**src/rtl/gray_pkg.sv**
```systemverilog
// gray_pkg
// Shared definitions for the parametrised Gray-code counter family.
//   GRAY_MAX_W : widest counter the helper functions support
//   dir_e      : counting direction encoding (DIR_DOWN=0, DIR_UP=1)
//   bin2gray   : binary to reflected Gray code
//   gray2bin   : reflected Gray code back to binary (prefix XOR)
package gray_pkg;

    localparam int GRAY_MAX_W = 64;

    typedef enum logic {
        DIR_DOWN = 1'b0,
        DIR_UP   = 1'b1
    } dir_e;

    function automatic logic [GRAY_MAX_W-1:0] bin2gray(input logic [GRAY_MAX_W-1:0] x);
        return x ^ (x >> 1);
    endfunction

    // Each binary bit is the XOR of all Gray bits at or above it.
    function automatic logic [GRAY_MAX_W-1:0] gray2bin(input logic [GRAY_MAX_W-1:0] g);
        logic [GRAY_MAX_W-1:0] b;
        b[GRAY_MAX_W-1] = g[GRAY_MAX_W-1];
        for (int i = GRAY_MAX_W - 2; i >= 0; i--) begin
            b[i] = b[i+1] ^ g[i];
        end
        return b;
    endfunction

endpackage

```
**src/rtl/gray_adj_checker.sv**
```systemverilog
// gray_adj_checker
// Watches a registered Gray-code bus and flags any update that flips more
// than one bit, except updates caused by a load.  The flag is sticky until
// reset.  A hold (zero bits changed) is legal.
// Ports:
//   clk    : rising-edge clock
//   reset  : asynchronous active-high reset, clears history and flag
//   out    : Gray-code bus being watched
//   load_d : high when the edge that produced the current out was a load
//   err    : sticky adjacency-violation flag
module gray_adj_checker
    import gray_pkg::*;
#(
    parameter int WIDTH = 8
) (
    input  logic             clk,
    input  logic             reset,
    input  logic [WIDTH-1:0] out,
    input  logic             load_d,
    output logic             err
);

    logic [WIDTH-1:0] prevOut_q;
    logic             err_q;
    logic             tooManyFlips;

    // Compare the current word against the one from the previous cycle.
    always_comb begin
        tooManyFlips = ($countones(out ^ prevOut_q) > 1);
    end

    // History register plus the sticky flag; a load legitimately jumps.
    always_ff @(posedge clk or posedge reset) begin
        if (reset) begin
            prevOut_q <= '0;
            err_q     <= 1'b0;
        end else begin
            prevOut_q <= out;
            if (!load_d && tooManyFlips) begin
                err_q <= 1'b1;
            end
        end
    end

    assign err = err_q;

endmodule

```
**src/rtl/gray_counter_param.sv**
```systemverilog
// gray_counter_param
// Parametrised up/down Gray-code counter with synchronous binary load,
// wrap or saturate at the terminal value, a combinational terminal-count
// flag and an optional single-bit-change checker.
// Parameters:
//   WIDTH    : counter width (>= 2, <= 64)
//   SATURATE : 0 = wrap at terminal value, 1 = hold at terminal value
// Ports:
//   clk      : rising-edge clock
//   reset    : asynchronous active-high reset
//   enable   : count one step per clock while high
//   up_down  : 1 = up, 0 = down
//   load     : synchronous load strobe, overrides enable
//   load_val : binary value to load
//   out      : registered Gray code of the count
//   bin_out  : registered binary count
//   tc       : terminal-count flag (combinational)
//   err      : sticky adjacency violation flag
// Optional feature: define GRAY_CNT_ADJ_CHECK_EN to build the adjacency
// checker; otherwise err is tied low.
module gray_counter_param
    import gray_pkg::*;
#(
    parameter int WIDTH    = 8,
    parameter int SATURATE = 0
) (
    input  logic             clk,
    input  logic             reset,
    input  logic             enable,
    input  logic             up_down,
    input  logic             load,
    input  logic [WIDTH-1:0] load_val,
    output logic [WIDTH-1:0] out,
    output logic [WIDTH-1:0] bin_out,
    output logic             tc,
    output logic             err
);

    dir_e             dir;
    logic [WIDTH-1:0] bin_q;
    logic [WIDTH-1:0] bin_d;
    logic [WIDTH-1:0] out_q;
    logic [WIDTH-1:0] out_d;
    logic [WIDTH-1:0] termValue;
    logic             atTerminal;

    assign dir = dir_e'(up_down);

    // Terminal value depends on the direction currently requested.
    always_comb begin
        termValue  = (dir == DIR_UP) ? '1 : '0;
        atTerminal = (bin_q == termValue);
    end

    // Next binary count: load beats enable, enable beats hold.  In saturate
    // mode the terminal value is sticky until the direction reverses.
    always_comb begin
        bin_d = bin_q;
        if (load) begin
            bin_d = load_val;
        end else if (enable) begin
            if ((SATURATE != 0) && atTerminal) begin
                bin_d = bin_q;
            end else if (dir == DIR_UP) begin
                bin_d = bin_q + WIDTH'(1);
            end else begin
                bin_d = bin_q - WIDTH'(1);
            end
        end
        out_d = WIDTH'(bin2gray(GRAY_MAX_W'(bin_d)));
    end

    // The Gray word is computed from the next binary value and registered
    // alongside it, so out never has combinational logic in front of it.
    always_ff @(posedge clk or posedge reset) begin
        if (reset) begin
            bin_q <= '0;
            out_q <= '0;
        end else begin
            bin_q <= bin_d;
            out_q <= out_d;
        end
    end

    assign out     = out_q;
    assign bin_out = bin_q;
    assign tc      = enable & ~load & atTerminal;

`ifdef GRAY_CNT_ADJ_CHECK_EN
    logic loadSeen_q;

    // Remember whether the last edge was a load so its jump is excused.
    always_ff @(posedge clk or posedge reset) begin
        if (reset) begin
            loadSeen_q <= 1'b0;
        end else begin
            loadSeen_q <= load;
        end
    end

    gray_adj_checker #(
        .WIDTH (WIDTH)
    ) u_adj_checker (
        .clk    (clk),
        .reset  (reset),
        .out    (out_q),
        .load_d (loadSeen_q),
        .err    (err)
    );
`else
    assign err = 1'b0;
`endif

endmodule

```
**config.mk**
```make
export PLATFORM = sky130hd
export DESIGN_NAME = gray_counter_param
export DESIGN_NICKNAME = d
export VERILOG_FILES = /design/src/rtl/gray_pkg.sv /design/src/rtl/gray_adj_checker.sv /design/src/rtl/gray_counter_param.sv
export SDC_FILE = /design/constraint.sdc
export NUM_CORES = 1
export LEC_CHECK = 0
export ABC_AREA = 0
export BUFFER_PORTS_ARGS = -buffer_cell sky130_fd_sc_hd__buf_4
export CAP_MARGIN = 20
export CORE_ASPECT_RATIO = 1.4
export CORE_MARGIN = 2
export CORE_UTILIZATION = 36
export DETAILED_ROUTE_END_ITERATION = 8
export GPL_ROUTABILITY_DRIVEN = 0
export GPL_TIMING_DRIVEN = 0
export PLACE_DENSITY_LB_ADDON = 0.08
export SLEW_MARGIN = 20
export SYNTH_ARGS = -nofsm -noshare
export SYNTH_HDL_FRONTEND = slang
export SYNTH_HIERARCHICAL = 1
export SYNTH_SLANG_ARGS = --single-unit
```
**constraint.sdc**
```tcl
create_clock -name clk -period 3.5 [get_ports clk]
set_input_delay 0 -clock clk [delete_from_list [all_inputs] [get_ports clk]]
set_output_delay 0 -clock clk [all_outputs]
set_load 0.05 [all_outputs]
```
# Word-level counts from Yosys, hierarchy flattened
# Index checks and enable logic that the tools add are counted.
# op_classes
addsub	2
mul	0
div	0
magnitude_cmp	0
eq_ne	1
shift	0
mux	4
bitwise	4
n_reduce_logical	0
# ops
operator	count
$mux W8	4
$add A8 B1 Y8 const B	1
$eq A8 B8 Y1	1
$sub A8 B1 Y8 const B	1
$xor A8 B7 Y8	1
$and A1 B1 Y1	2
$not A1 Y1	1
# word_totals
ff_bits	16
latchBits	0
mem_bits_rw	0
rom_bits	0
in_bits	13
output_inout_bits	18
wordCells	13
memories	0

# Logic depth before layout (Yosys ltp)
# Gate-level depths: netlist of the first run.
# depth
depth_word	5
ltp_mapped	8
depth_no_buf	8

# Worst setup path after synthesis of the first run
# OpenSTA, ideal clock, no wires.
# synth_path
path_kind	register -> register
start	register bin_q[0] (netlist: bin_out[0])
end	register out_q[5] (netlist: out[5])
setup_ns	0.090
t_arrival_ns	2.334
required_time_ns	3.410
slack_ns	1.075
stages_incl_launch_ff	9
path_buffers	0
period_less_slack_ns	2.425
cell_sequence	dfrtp_1 inv_1 fa_1 nand2b_2 a21oi_2 mux2i_1 or4_4 nand2b_1 o221ai_1
# synth_between
elab_chain_cells	5
word_cells_on_any_way	6
classes_between	2 x add/sub; 3 x mux; 1 x bitwise
# synth_lines
element	line_no	text
from (decl)	gray_counter_param.sv:40	logic [WIDTH-1:0] bin_q;
from (signal assigned)	gray_counter_param.sv:80	bin_q <= bin_d;
$sub A8 B1 Y8 or $add A8 B1 Y8 (tied branches)	gray_counter_param.sv:67, gray_counter_param.sv:65	
$mux W8 *	gray_counter_param.sv:64	end else if (dir == DIR_UP) begin
$mux W8 *	gray_counter_param.sv:61	end else if (enable) begin
$mux W8 *	gray_counter_param.sv:59	if (load) begin
$xor A8 B7 Y8 *	gray_pkg.sv:17	return x ^ (x >> 1);
net out_d[5]	gray_counter_param.sv:43	logic [WIDTH-1:0] out_d;
to (signal assigned)	gray_counter_param.sv:81	out_q <= out_d;
to (decl)	gray_counter_param.sv:42	logic [WIDTH-1:0] out_q;
# The timed path passes the listed nets; every way through them passes the cells marked *.

# Worst setup path in the final report of the first run
# Same ends and word-level chain as after synthesis.

==> results of run 1 <==
[tightest hold or removal path: cells and delay by family]
| family | cells | cell delay [ns] |
|---|---|---|
| AOI/OAI and AO/OA | 1 | 0.08 |
| buffers and inverters | 2 | 0.16 |
[kinds of logic (layout without fill, tap and decap cells)]
kind of cell,Yosys count,after routing,synth area share [%]
AO/OA/AOI/OAI,27,27,18.35
multiplexers,4,4,3.941
other,1,1,0.3691
XOR/XNOR,11,11,9.484
buffers and inverters,15,51,7.758
AND/OR/NAND/NOR,26,26,13.79
flip-flops,15,15,36.95
adder cells (fa/ha/maj),7,7,9.359
[synth_stat cells, drive strengths merged]
| library cell | count | share of area (%) |
|---|---|---|
| o221ai | 1 | 0.86 |
| nand4b | 1 | 0.86 |
| a221o | 1 | 0.99 |
| mux2i | 4 | 3.9 |
| nand3b | 1 | 0.74 |
| nand3 | 2 | 0.99 |
| a21o | 3 | 2.3 |
| a31oi | 1 | 0.62 |
| ha | 6 | 7.4 |
| nand4 | 1 | 0.62 |
| inv | 10 | 3.7 |
| buf | 4 | 3.7 |
| nor3 | 1 | 0.49 |
| nor2 | 7 | 2.6 |
| a211oi | 2 | 2.0 |
| o31a | 1 | 0.86 |
| nand2 | 8 | 3.7 |
| nand2b | 2 | 1.5 |
| conb | 1 | 0.37 |
| or3 | 2 | 1.2 |
| fa | 1 | 2.0 |
| a21oi | 10 | 5.7 |
| a21boi | 1 | 0.74 |
| dfrtp | 15 | 37 |
| xnor2 | 8 | 6.9 |
| a22oi | 1 | 0.74 |
| o211ai | 1 | 0.74 |
| or4 | 1 | 1.1 |
| o21ai | 4 | 2.0 |
| xor2 | 3 | 2.6 |
| o41ai | 1 | 0.86 |
| clkbuf | 1 | 0.37 |
[registers in the layout (all words and copies together), names as in the netlist]
register and count:
bin_out 8, out 7
[worst paths after layout]
check | startpoint | depth (start not counted) | end
worst max-delay path | bin_out[0]$_DFF_PP0_ | 8 | out[5]$_DFF_PP0_
worst min-delay path | load_val[2] | 3 | bin_out[2]$_DFF_PP0_
worst max register to register | bin_out[0]$_DFF_PP0_ | 8 | out[5]$_DFF_PP0_
worst min register to register | bin_out[4]$_DFF_PP0_ | 1 | bin_out[4]$_DFF_PP0_
max in group asynchronous | reset | 3 | bin_out[0]$_DFF_PP0_
min in group asynchronous | reset | 3 | out[6]$_DFF_PP0_
[cell type report]
| cell class | instances | area share [%] |
|---|---|---|
| Multi-Input combinational cell | 76 | 42.04 |
| Sequential cell | 15 | 28.09 |
| Timing Repair Buffer | 32 | 18.54 |
| Tap cell | 36 | 3.371 |
| Buffer | 5 | 3.090 |
| Inverter | 10 | 2.809 |
| Clock buffer | 3 | 1.685 |
| Clock inverter | 1 | 0.3745 |
[layer usage]
layer  share of wire [%]  wire [um]  GRT usage [%]  vias to the layer above
met3                 2.0         45          1.121                        4
met5                   0          0              0                        -
met4                 1.3         29          6.429                        0
met1                  43        958          18.03                      396
met2                  54       1195          26.88                       12
li1                    -          -              -                      437
[metrics by stage]
| stage | util, % | hold slack [ns] | std cells | power [mW] |
|---|---|---|---|---|
| finish | 50.57 | 0.01255 | 178 | 0.7858 |
| floorplan | - | -0.09852 | 106 | 0.5709 |
| global placement | 48.39 | 0.07748 | 171 | 0.6935 |
| detailed placement | 48.39 | 0.08832 | 171 | 0.6954 |
| global route | 50.57 | 0.01540 | 178 | 0.8356 |
| CTS | 50.57 | 0.005459 | 178 | 0.7974 |
[power by group through the flow]
stage / clock (mW) / sequential (mW) / combinational (mW)
3_5_place_dp: 0 / 0.246 / 0.449
5_1_grt: 0.106 / 0.248 / 0.481
2_1_floorplan: 0 / 0.393 / 0.178
4_1_cts: 0.0987 / 0.244 / 0.455
6_report: 0.0922 / 0.243 / 0.451
3_3_place_gp: 0 / 0.246 / 0.447
==> impl_metrics.yaml, run 1 <==
timing:
  fmax_mhz: 442.2
  drv_slew: 0
  fin_skew_ns: 0.005819
  finalSetupViolCount: 0
  slew_headroom_pct: 64.88
  setup_tns_ns: 0
  hold_viol_final: 0
  period_needed_ns: 2.261
  tightest_slew_ns: 0.5262
  postLayoutSetupSlackWorst_ns: 1.239
  rsz0062_at_grt: "false"
  fin_crit_sh_pct: 64.61
route:
  wl_per_cell_um: 12.52
  drt_iter0_drc: 10
  drt.antenna.violating_nets: 0
  drt_first_pass_iters: 3
  drc: 0
  routed_wl_mm: 2.228
  num_vias: 849
  via_per_inst: 4.770
clock_network:
  postCtsSetupBuffers: 0
  clk_latency_ns: 0.27
  htree_levels: 1
  postCtsResizedCells: 0
  root_buffer: "clkbuf_4"
  cts_hold_buf: 3
  clk_path_buf_depth: 2
  cts_buffers: 3
  cts_tree: "done"
  clk_pin_slew_ns: 0.08
  cts_num_sinks: 15
pwr:
  internal-power_uw: 415.5
  irDropWorstVdd_mv: 0.3736
  switchingPower_uw: 370.3
  pwr-share-comb_pct: 57.3
  powerDensity_nw_per_um2: 588.0
  power_frac_clock_pct: 11.7
  p_seq_share_pct: 30.9
  leakage_nw: 0.6442
  switching_share_pct: 47.13
worst_setup_path:
  crit_chain: "inv_1, fa_1, nand2b_2, a21oi_2, mux2i_1, or4_4, nand2b_1, o221ai_1"
  crit_type: "reg -> reg"
  cp_num_buf_inv: 1
  cp-start-kind: "register"
  cp-end-kind: "register"
  path_max_fanout: 6
  arrival_ns: 2.45
  regToRegSetupSlack_ns: 1.24
  path_delay_family: "simple AND/OR/NAND/NOR gates"
  slowest_stage: "or4_4"
  critPathRequiredTime_ns: 3.69
  max_stage_delay_ns: 0.52
placement:
  place_area_um2: 1279
  hpwl_mm: 1.853
  portBuffers: 29
  pre_cts_slack_ns: 1.243
cells_and_area:
  fillCellCount: 274
  final_cell_mix: "31 x buf_4, 15 x dfrtp_1, 10 x inv_1, 8 x a21oi_1, 8 x xnor2_1"
  layout.nets: 163
  final_common_cell: "buf_4"
  antenna_cells: 0
  multi_input_area_um2: 561.8
  syn_to_final_growth_pct: 31.53
  drive_above_1_share_pct: 30.99
  final_area_um2: 1336
  layout.area.seq_um2: 375.4
global_routing:
  grt_pass1_vias: 841
  antenna_found_initial: 0
  grt_pass1_wl_mm: 3.712
  gr-total-overflow: 0
  grt_use_total_pct: 14.85
  grt_max_degree: 16
job:
  drv_cap: 0
min_path:
  hold_path_class: "in -> reg"
floorplanning:
  boundaryPins: 31
  die_h_um: 66.86
  die-area_um2: 3269
  coreArea_um2: 2643
  die_x_um: 48.90
  fp-row-count: 22
  start_util_pct: 38.45
synthesis:
  syn_area_um2: 1016
  synth.yosys.seq_area_share_pct: 36.95
  syn_nets: 126
  synth.distinct_cells: 38
  yosysWarnings: 6
  avgSynthCellArea_um2: 9.585
  yosys_register_bits: 15
  synth_cells: 106
status:
  outcome: "finished clean"
Note: power is estimated with default switching activity, not from simulation.
==> run 2: changes to the inputs <==
==> constraint.sdc (replaced) <==
create_clock -name clk -period 2.4 [get_ports clk]
set_input_delay 0 -clock clk [delete_from_list [all_inputs] [get_ports clk]]
set_output_delay 0 -clock clk [all_outputs]
set_load 0.05 [all_outputs]
==> run 2 against run 1 <==
  * Maximum frequency is 0.72% higher
  * Wire length is 2.2% higher
  * Die area stayed put
  * Non-clock buffer count stayed put
  * Combinational power is 47% higher
  * First-iteration DRC count stayed put
  * Design area stayed put
  * Critical path depth stayed put
  * Worst hold slack better by 0.0073 ns
  * Sequential power is 46% higher
  * Largest power group unchanged
==> impl_metrics.yaml, run 2 (same netlist as run 1, synthesis figures left out) <==
worst_setup_path:
  arrival_ns: 2.44
  crit_type: "reg -> reg"
  cp-end-kind: "register"
  cp-start-kind: "register"
  max_stage_delay_ns: 0.52
  critPathRequiredTime_ns: 2.59
  crit_chain: "inv_1, fa_1, nand2b_2, a21oi_2, mux2i_1, or4_4, nand2_4, xor2_1"
  slowest_stage: "or4_4"
  path_max_fanout: 6
timing:
  rsz0062_at_grt: "false"
  finalSetupViolCount: 0
  hold_viol_final: 0
  fin_crit_sh_pct: 93.56
  period_needed_ns: 2.245
  tightest_slew_ns: 0.5487
  fin_skew_ns: 0.003889
  drv_slew: 0
  postLayoutSetupSlackWorst_ns: 0.1546
  fmax_mhz: 445.4
  whs_ns: 0.01985
  slew_headroom_pct: 63.38
  setup_tns_ns: 0
route:
  drc: 0
  drt.antenna.violating_nets: 0
  via_per_inst: 4.871
  routed_wl_mm: 2.277
  drt_first_pass_iters: 4
  drt_iter0_drc: 10
  wl_per_cell_um: 12.79
  num_vias: 867
placement:
  pre_cts_slack_ns: 0.1751
  hpwl_mm: 1.839
  portBuffers: 29
floorplanning:
  die_x_um: 48.90
  fp-row-count: 22
  die-area_um2: 3269
  boundaryPins: 31
  start_util_pct: 38.45
  coreArea_um2: 2643
  die_h_um: 66.86
clock_network:
  clk_latency_ns: 0.27
  clk_pin_slew_ns: 0.08
  cts_num_sinks: 15
  htree_levels: 1
  cts_tree: "done"
  postCtsResizedCells: 0
  cts_buffers: 3
  root_buffer: "clkbuf_4"
  clk_path_buf_depth: 2
  cts_hold_buf: 3
  postCtsSetupBuffers: 0
cells_and_area:
  largest_reg_flops: 8
  antenna_cells: 0
  drive_above_1_share_pct: 30.99
  fillCellCount: 277
  layout.nets: 163
  final_cell_mix: "31 x buf_4, 14 x dfrtp_1, 10 x inv_1, 8 x a21oi_1, 8 x xnor2_1"
  multi_input_area_um2: 561.8
  syn_to_final_growth_pct: 31.53
  final_common_cell: "buf_4"
  layout.area.seq_um2: 376.6
job:
  drv_cap: 0
pwr:
  irDropWorstVdd_mv: 0.4670
  powerDensity_nw_per_um2: 860.4
  leakage_nw: 0.6403
  power_mw: 1.150
global_routing:
  gr-total-overflow: 0
  antenna_found_initial: 0
  grt_pass1_wl_mm: 3.643
  grt_use_total_pct: 14.58
  grt_max_degree: 16
  grt_pass1_vias: 838
status:
  outcome: "finished clean"
min_path:
  hold_path_class: "in -> reg"
[run 2: cell count changes in the layout (fill, tap and decap cells not counted)]
cell,change
clkbuf_1,+1
clkinv_2,-1
dfrtp_1,-1
dfrtp_2,+1
[run 2: cell type report]
type,instances,area share [%]
Tap cell,36,3.371
Clock buffer,4,1.966
Timing Repair Buffer,32,18.54
Sequential cell,15,28.18
Buffer,5,3.090
Multi-Input combinational cell,76,42.04
Inverter,10,2.809
[run 2: routing by layer]
metal | up-vias | GRT usage (%) | wire, um
li1 | 440 | - | -
met1 | 410 | 17.80 | 997
met2 | 15 | 26.54 | 1191
met3 | 2 | 0.6726 | 69
met4 | 0 | 6.429 | 19
met5 | - | 0 | 0
[run 2: worst max-delay path, delay by kind of cell (launching register included)]
kind,cells,cell delay (ns)
and+or+nand+nor,3,0.82
buffers and inverters,1,0.07
xor gates and xnor gates,1,0.16
DFF,1,0.43
muxes,1,0.09
adders and majority gates,1,0.43
AOI/OAI and AO/OA,1,0.16
[run 2: path summary, 6_finish.rpt]
| path | from | end | slack (ns) | cells past startpoint |
|---|---|---|---|---|
| min in group asynchronous | reset | bin_out[6]$_DFF_PP0_ | 0.32 | 3 |
| worst min-delay path | load_val[2] | bin_out[2]$_DFF_PP0_ | 0.02 | 3 |
| worst max register to register | bin_out[0]$_DFF_PP0_ | out[6]$_DFF_PP0_ | 0.15 | 8 |
| max in group asynchronous | reset | bin_out[0]$_DFF_PP0_ | 1.68 | 3 |
| worst max-delay path | bin_out[0]$_DFF_PP0_ | out[6]$_DFF_PP0_ | 0.15 | 8 |
| worst min register to register | bin_out[4]$_DFF_PP0_ | bin_out[4]$_DFF_PP0_ | 0.69 | 1 |
[run 2: per-stage QoR]
stage | util (%) | cells | area (um^2)
final | 50.57 | 178 | 1336
after global routing | 50.57 | 178 | 1336
after CTS | 50.57 | 178 | 1336
after detailed placement | 48.44 | 171 | 1280
after global placement | 48.44 | 171 | 1280
after floorplan | - | 106 | 1017
[run 2: power by group]
group / switching (mW) / internal, mW
logic: 0.430 / 0.232
clock network: 0.0704 / 0.0643
registers: 0.0392 / 0.314
total: 0.540 / 0.610
==> run 3: changes to the inputs <==
--- a/config.mk
+++ b/config.mk
@@ -14,6 +14,7 @@
 export DETAILED_ROUTE_END_ITERATION = 8
 export GPL_ROUTABILITY_DRIVEN = 0
 export GPL_TIMING_DRIVEN = 0
+export MAX_ROUTING_LAYER = met4
 export PLACE_DENSITY_LB_ADDON = 0.08
 export SLEW_MARGIN = 20
 export SYNTH_ARGS = -nofsm -noshare
==> run 3 against run 2 <==
  * Setup slack improved by 0.0031 ns
  * First-iteration DRC count increased by 40%
  * Design area unchanged
  * Sequential share of layout area unchanged
  * Largest power group unchanged
==> impl_metrics.yaml, run 3 (same netlist as run 1, synthesis figures left out) <==
worst_setup_path:
  path_delay_family: "simple AND/OR/NAND/NOR gates"
  regToRegSetupSlack_ns: 0.16
  cp_num_buf_inv: 1
  r2r_end: "out[6]$_DFF_PP0_"
  path_max_fanout: 6
  crit_type: "reg -> reg"
  crit_chain: "inv_1, fa_1, nand2b_2, a21oi_2, mux2i_1, or4_4, nand2_4, xor2_1"
  r2r_start: "bin_out[0]$_DFF_PP0_"
  startpoint: "bin_out[0]$_DFF_PP0_"
  arrival_ns: 2.43
  slowest_stage: "or4_4"
  cp-start-kind: "register"
  cp-end-kind: "register"
  max_stage_delay_ns: 0.52
  critPathRequiredTime_ns: 2.59
  r2r_cells: 8
floorplanning:
  die_h_um: 66.86
  die_x_um: 48.90
  fp-row-count: 22
  die-area_um2: 3269
  start_util_pct: 38.45
  boundaryPins: 31
  coreArea_um2: 2643
clock_network:
  cts_tree: "done"
  clk_latency_ns: 0.27
  clk_path_buf_depth: 2
  cts_buffers: 3
  root_buffer: "clkbuf_4"
  postCtsResizedCells: 0
  cts_num_sinks: 15
  htree_levels: 1
  clk_pin_slew_ns: 0.08
cells_and_area:
  syn_to_final_growth_pct: 31.53
  final_common_cell: "buf_4"
  drive_above_1_share_pct: 30.99
  largest_reg_flops: 8
  antenna_cells: 0
  layout.nets: 163
  final_cell_mix: "31 x buf_4, 14 x dfrtp_1, 10 x inv_1, 8 x a21oi_1, 8 x xnor2_1"
  final_cells: 178
timing:
  slew_headroom_pct: 62.99
  whs_ns: 0.01933
  drv_slew: 0
  rsz0062_at_grt: "false"
  fin_crit_sh_pct: 93.43
  setup_tns_ns: 0
  fin_skew_ns: 0.002874
  finalSetupViolCount: 0
  hold_viol_final: 0
  postLayoutSetupSlackWorst_ns: 0.1577
  tightest_slew_ns: 0.5545
  fmax_mhz: 446.0
  period_needed_ns: 2.242
pwr:
  irDropWorstVdd_mv: 0.4674
  power_mw: 1.150
  powerDensity_nw_per_um2: 860.7
  leakage_nw: 0.6403
min_path:
  hp-start: "load_val[2]"
  min_to: "bin_out[2]$_DFF_PP0_"
  whs_path_depth: 3
  hold_path_class: "in -> reg"
global_routing:
  gr-total-overflow: 0
  antenna_found_initial: 0
  grt_pass1_wl_mm: 3.677
  grt_pass1_vias: 830
  grt_use_total_pct: 15.06
  grt_max_degree: 16
route:
  drt_first_pass_iters: 4
  drt_iter0_drc: 14
  wl_per_cell_um: 12.87
  routed_wl_mm: 2.291
  num_vias: 858
  drc: 0
  via_per_inst: 4.820
  drt.antenna.violating_nets: 0
status:
  outcome: "finished clean"
placement:
  hpwl_mm: 1.839
  portBuffers: 29
  pre_cts_slack_ns: 0.1751
  dp.cells: 171
job:
  drv_cap: 0
## run 3: cell counts in the layout (fill, tap and decap cells not counted)
No cell type changed its count.
## run 3: per-layer routing
layer | share of wire [%] | up-vias | track usage, %
li1 | - | 438 | -
met1 | 44 | 406 | 18.08
met2 | 52 | 12 | 26.54
met3 | 2.9 | 2 | 0.6726
met4 | 0.87 | 0 | 6.429
met5 | 0 | - | -
## run 3: layout make-up
| class | count | area, um^2 |
|---|---|---|
| tap | 36 | 45.04 |
| sequential | 15 | 376.6 |
| multi-input combinational | 76 | 561.8 |
| buffer | 5 | 41.29 |
| timing repair buffer | 32 | 247.7 |
| inverter | 10 | 37.54 |
| clock buffer | 4 | 26.28 |
| fill | 277 | 1306 |
## run 3: where the power goes
part	total (mW)	switching (mW)	internal, mW	leakage (nW)
Sequential	0.353	0.0392	0.314	0.176
Combinational	0.662	0.431	0.232	0.449
Clock	0.135	0.0702	0.0643	0.0150
Total	1.15	0.540	0.610	0.640
## run 3: worst max-delay path by stage
stage                             endpoint  slack, ns  cells past startpoint
final                     out[6]$_DFF_PP0_       0.16                      8
after global routing      out[5]$_DFF_PP0_       0.06                      8
after detailed placement  out[6]$_DFF_PP0_       0.18                      8
after CTS                 out[6]$_DFF_PP0_       0.14                      8
after global placement    out[5]$_DFF_PP0_       0.19                      8
after floorplan           out[5]$_DFF_PP0_       0.05                      8
## run 3: timing repair
action	CTS	global route
hold buffers	3	0
endpoints found under the hold margin	17	0
setup buffers	0	0
## run 3: tightest hold or removal path: stages
cell and delay (ns):
buf_4 0.08, a21oi_1 0.09, inv_1 0.08
## run 3: per-stage QoR
stage               utilization, %  cell area, um^2
global route                 50.57             1336
CTS                          50.57             1336
floorplan                        -             1017
finish                       50.57             1336
detailed placement           48.44             1280
global placement             48.44             1280
